`src/rtl/shift_sub_divider.sv`:
```
// rtl/shift_sub_divider.sv - unsigned restoring shift/subtract divider, one quotient bit per clock
module shift_sub_divider #(
    parameter int WIDTH = 32
) (
    input  logic             clk,
    input  logic             rst,
    input  logic             run,
    input  logic [WIDTH-1:0] dividend,
    input  logic [WIDTH-1:0] divisor,
    output logic [WIDTH-1:0] quotient,
    output logic [WIDTH-1:0] remainder,
    output logic             busy,
    output logic             rdy,
    output logic             div_by_zero
);

    localparam int CW = $clog2(WIDTH) + 1;

    // One-hot so busy/rdy are single flop bits with no decode glitches.
    localparam logic [2:0] S_IDLE = 3'b001;
    localparam logic [2:0] S_CALC = 3'b010;
    localparam logic [2:0] S_DONE = 3'b100;

    logic [2:0]       state;
    logic [WIDTH-1:0] acc_r;
    logic [WIDTH-1:0] shift_q;
    logic [WIDTH-1:0] dvs_r;
    logic [CW-1:0]    cnt;

    logic [WIDTH:0]   sh_r;
    logic [WIDTH:0]   trial;
    logic [WIDTH-1:0] nxt_r;
    logic [WIDTH-1:0] nxt_q;
    logic             accept;
    logic             last_iter;

    assign accept    = run && ((state == S_IDLE) || (state == S_DONE));
    assign last_iter = (cnt == CW'(WIDTH - 1));
    assign busy      = state[1];
    assign rdy       = state[2];

    // One restoring step: shift {R,Q} left, keep the subtraction only if it did not go negative.
    always_comb begin
        sh_r  = {acc_r, shift_q[WIDTH-1]};
        trial = sh_r - {1'b0, dvs_r};
        nxt_r = sh_r[WIDTH-1:0];
        nxt_q = {shift_q[WIDTH-2:0], 1'b0};
        if (!trial[WIDTH]) begin
            nxt_r = trial[WIDTH-1:0];
            nxt_q = {shift_q[WIDTH-2:0], 1'b1};
        end
    end

    // Control, datapath and result registers; results only change on entry to DONE.
    always_ff @(posedge clk or negedge rst) begin
        if (!rst) begin
            state       <= S_IDLE;
            acc_r       <= '0;
            shift_q     <= '0;
            dvs_r       <= '0;
            cnt         <= '0;
            quotient    <= '0;
            remainder   <= '0;
            div_by_zero <= 1'b0;
        end else begin
            case (state)
                S_IDLE, S_DONE: begin
                    if (accept) begin
                        dvs_r   <= divisor;
                        acc_r   <= '0;
                        shift_q <= dividend;
                        cnt     <= '0;
                        if (divisor == '0) begin
                            // Nothing to iterate: report saturated quotient straight away.
                            quotient    <= '1;
                            remainder   <= dividend;
                            div_by_zero <= 1'b1;
                            state       <= S_DONE;
                        end else begin
                            div_by_zero <= 1'b0;
                            state       <= S_CALC;
                        end
                    end
                end
                S_CALC: begin
                    acc_r   <= nxt_r;
                    shift_q <= nxt_q;
                    if (last_iter) begin
                        quotient  <= nxt_q;
                        remainder <= nxt_r;
                        state     <= S_DONE;
                    end else begin
                        cnt <= cnt + 1'b1;
                    end
                end
                default: state <= S_IDLE;
            endcase
        end
    end

endmodule
```
`config.mk`:
```
export PLATFORM = sky130hd
export DESIGN_NAME = shift_sub_divider
export DESIGN_NICKNAME = d
export VERILOG_FILES = /design/src/rtl/shift_sub_divider.sv
export SDC_FILE = /design/constraint.sdc
export NUM_CORES = 1
export LEC_CHECK = 0
export CORE_MARGIN = 4
export CORE_UTILIZATION = 30
export CTS_CLUSTER_SIZE = 30
export DETAILED_ROUTE_END_ITERATION = 7
export PLACE_DENSITY = 0.63
export SLEW_MARGIN = 20
export SYNTH_ARGS = -nofsm -noshare
export SYNTH_HDL_FRONTEND = slang
export SYNTH_SLANG_ARGS = --single-unit
export TNS_END_PERCENT = 1
```
`constraint.sdc`:
```
create_clock -name clk -period 2.9 [get_ports clk]
set_clock_uncertainty 0.1 [all_clocks]
set_input_delay 0.29 -clock clk [delete_from_list [all_inputs] [get_ports clk]]
set_output_delay 0.29 -clock clk [all_outputs]
set_load 0.05 [all_outputs]
```
==> run_results.csv <==
group,metric,value,unit
outcome,status,"finished with violations",
outcome,violations,"setup timing",
cts,root_buffer,"clkbuf_16",
routing,wire_per_inst,16.9,um
min_path,hold_path.class,"in -> async",
synthesis,syn_area,9070,sq um
die,rows,63,
cells_and_area,utilization,0.424,
global_routing,overflow,0,
pwr,clkPwrFrac,0.254,
synthesis,ys_seq_area_frac,0.469,
global_routing,grt_first_pass_wirelength,45300,um
cts,clock_path_buffers,2,
setup_path,critPathArrivalTime,3.32,ns
sta,fmax,0.323,GHz
sta,period_share,1.07,
global_routing,grt_pass1_vias,8467,
routing,vias_per_cell,5.04,
die,start_util,0.305,
sta,hold_viol,0,
synthesis,ys_seq_elements,170,
routing,wl_met2,12700,um
cts,clkTransAtPathRegs,0.07,ns
pwr,sequentialPowerShare,0.344,
sta,holdWs,0.295,ns
pwr,combinationalPowerShare,0.402,
die,io_pins,134,
flow_run,maxCapViolCount,0,
placement,dp_hpwl,21500,um
cts,cts_buffers,17,
sta,relSlewSlack,0.351,
pwr,swShare,0.380,
sta,finalSetupViolCount,65,
cells_and_area,nFillCells,2942,
placement,io_buffers,133,
setup_path,cp_data_required_time,3.13,ns
routing,vias,8496,
synthesis,syn_nets,1150,
die,core,29700,sq um
setup_path,critPathKind,"reg -> reg",
setup_path,worstSetupEndpointType,"register",
cells_and_area,drive_above_1_share,0.178,
sta,setup_tns,-6.16,ns
routing,wl,28400,um
routing,drt-pass1-iter-count,5,
setup_path,start_kind,"register",
routing,drtIter0Drc,668,
global_routing,antenna_found_initial,0,
pwr,p_per_area,708,nW/um^2
sta,final.setup.worst_slack,-0.191,ns
cts,cts_sinks,170,
cells_and_area,diodes,0,
synthesis,yosys_warnings,0,
sta,grt_setup_unrepaired,"yes",
pwr,leakagePower,5.75,nW
cells_and_area,multiInputGateArea,4540,sq um
synthesis,synth_flop_cell,"dfrtp_1",
global_routing,grt_max_degree,104,
routing,m1WireLength,13500,um
sta,finalCriticalPeriod,3.09,ns
routing,wl_met3,1820,um
synthesis,netlist_instances,1049,
pwr,ir_drop,0.000442,V
pwr,p_total,8.93,mW
pwr,switching_power,3.40,mW
routing,drc,0,
global_routing,grt_use_total,0.169,
cts,clk_latency,0.44,ns
die,die_x,182,um
cells_and_area,nets,1383,
synthesis,postSynthAreaPerCell,8.65,sq um
setup_path,timing.rr.start,"shift_q[31]",
routing,ant_nets,0,
die,die_area,33100,sq um
routing,routed.top_layer,"met4",
sta,slew_violations,0,
setup_path,worstPathMaxFanout,5,
pwr,internal_power,5.53,mW
synthesis,synth_cell_types,66,
sta,worstMarginPinSlew,0.970,ns
cts,cts_tree,"done",
cells_and_area,area_delta_synth_final,38.9,%
synthesis,synth-edff-count,0,
setup_path,crit_path_start,"shift_q[31]",
placement,routabilityCongestion,0.879,
cts,h-tree-depth,4,
cells_and_area,seqCellArea,4260,sq um
die,die_h,182,um
synthesis,asyncSetResetFlopFracSynth,1.00,
kinds of logic (layout without fill, tap and decap cells):
kind of cell    after synthesis  in the layout  synth area share
simple gates                395            395             0.193
fa+ha+maj                    34             34            0.0477
compound gates              295            295             0.192
flops                       170            170             0.469
buf+inv                     108            354            0.0498
mux                          20             20            0.0225
xor+xnor                     27             27            0.0261
placed cells by master (no fill, tap or decap), types with 3 or more instances in the layout:
cell type,netlist,final
nand3_1,34,32
o21ai_0,84,68
a21oi_2,2,4
clkdlybuf4s50_1,0,132
nor2_1,105,105
clkbuf_16,0,17
a31oi_2,0,3
a21o_1,11,11
inv_1,43,43
dfrtp_1,169,169
nand4_1,12,12
or2_2,5,5
clkinv_8,0,3
a21oi_1,98,96
mux2i_1,17,6
buf_12,1,7
or3_1,6,6
xnor2_1,17,17
nor4_1,11,10
clkinvlp_4,0,3
mux2i_2,0,11
o31ai_1,6,5
inv_8,0,5
o21a_1,7,7
o21ai_1,1,16
nand3b_1,3,3
mux2_2,3,3
and3_1,20,20
ha_1,33,32
buf_4,2,134
nand3_2,1,3
nand2b_1,4,3
a211oi_1,5,4
a31oi_1,52,48
xor2_1,10,10
nor3_1,8,7
nand2_1,173,173
cell usage after synthesis (3+ instances only):
| master | count | area share |
|---|---|---|
| a31oi_1 | 52 | 0.036 |
| o2111ai_1 | 3 | 0.0029 |
| or2_2 | 5 | 0.0034 |
| xor2_1 | 10 | 0.0097 |
| ha_1 | 33 | 0.046 |
| o21a_1 | 7 | 0.0058 |
| nand3_1 | 34 | 0.019 |
| nand3b_1 | 3 | 0.0025 |
| a21o_1 | 11 | 0.0091 |
| buf_2 | 5 | 0.0028 |
| and2_1 | 3 | 0.0021 |
| nand2_1 | 173 | 0.072 |
| nor4_1 | 11 | 0.0076 |
| mux2_2 | 3 | 0.0037 |
| nor3_1 | 8 | 0.0044 |
| clkbuf_1 | 48 | 0.020 |
| o31ai_1 | 6 | 0.0050 |
| nor2b_1 | 3 | 0.0021 |
| a211oi_1 | 5 | 0.0041 |
| xnor2_1 | 17 | 0.016 |
| nor2_1 | 105 | 0.043 |
| o21ai_0 | 84 | 0.046 |
| nand2b_1 | 4 | 0.0028 |
| dfrtp_1 | 169 | 0.47 |
| inv_1 | 43 | 0.018 |
| a21oi_1 | 98 | 0.054 |
| or3_1 | 6 | 0.0041 |
| and3_1 | 20 | 0.014 |
| mux2i_1 | 17 | 0.019 |
| buf_1 | 5 | 0.0021 |
| nand4_1 | 12 | 0.0083 |
layout make-up:
type                    count  area share
multi-input cells         771       0.360
repair buffers            278       0.203
clock inverters            14      0.0122
clock buffers              18      0.0348
inverters                  44      0.0131
well taps                 390      0.0387
flip-flops and latches    170       0.338
sequential cells by signal (all words and copies together) (netlist names):
signal / cells
state: 3
cnt: 6
remainder: 32
acc_r: 32
dvs_r: 32
shift_q: 32
div_by_zero: 1
quotient: 32
power by group through the flow:
stage	Clock, mW	Sequential, mW	Combinational, mW
global placement	0	3.10	3.43
finish	2.26	3.08	3.59
detailed placement	0	3.12	3.48
global route	2.42	3.12	4.01
floorplan	0	3.10	2.13
CTS	2.32	3.08	3.54
worst max-delay path, stage by stage, from the launching register on:
cell and delay [ns]:
dfrtp_1 0.35, inv_1 0.05, ha_2 0.19, fa_2 0.34, and2b_1 0.23, o2111ai_2 0.12
a21o_1 0.20, a211o_1 0.28, and3_4 0.17, o21ai_4 0.14, and3_4 0.26, bufbuf_16 0.27
a31oi_1 0.10, o21ai_0 0.21
what timing repair did:
action | 4_1_cts | 5_1_grt
cloned | 2 | 0
endpoints found under the setup margin | 65 | 73
hold buffers | 1 | 0
resized for setup | 20 | 28
pin swaps | 8 | 3
endpoints found under the hold margin | 57 | 0
buffers inserted | 7 | 0
worst paths after layout:
| check | to | slack, ns | cells after the start |
|---|---|---|---|
| worst min-delay path | cnt[2] | 0.29 | 2 |
| worst min register to register | remainder[7] | 0.41 | 2 |
| max in group asynchronous | shift_q[22] | 1.55 | 3 |
| worst max register to register | acc_r[31] | -0.19 | 13 |
| worst max-delay path | acc_r[31] | -0.19 | 13 |
| min in group clk | shift_q[5] | 0.35 | 3 |
per-layer routing:
layer | track usage | vias up
met5 | 0 | -
met4 | 0.0417 | 0
met3 | 0.0347 | 27
met2 | 0.263 | 253
met1 | 0.242 | 4067
li1 | - | 4149
metrics by stage:
stage | instances | setup WS (ns) | instance area (sq um)
2_1_floorplan | 1049 | -0.0970 | 9070
3_3_place_gp | 1643 | -0.187 | 11700
3_5_place_dp | 1643 | -0.272 | 11700
4_1_cts | 1685 | -0.180 | 12500
5_1_grt | 1685 | -0.351 | 12600
6_report | 1685 | -0.191 | 12600
No activity file was read; power rests on OpenSTA's default activity.
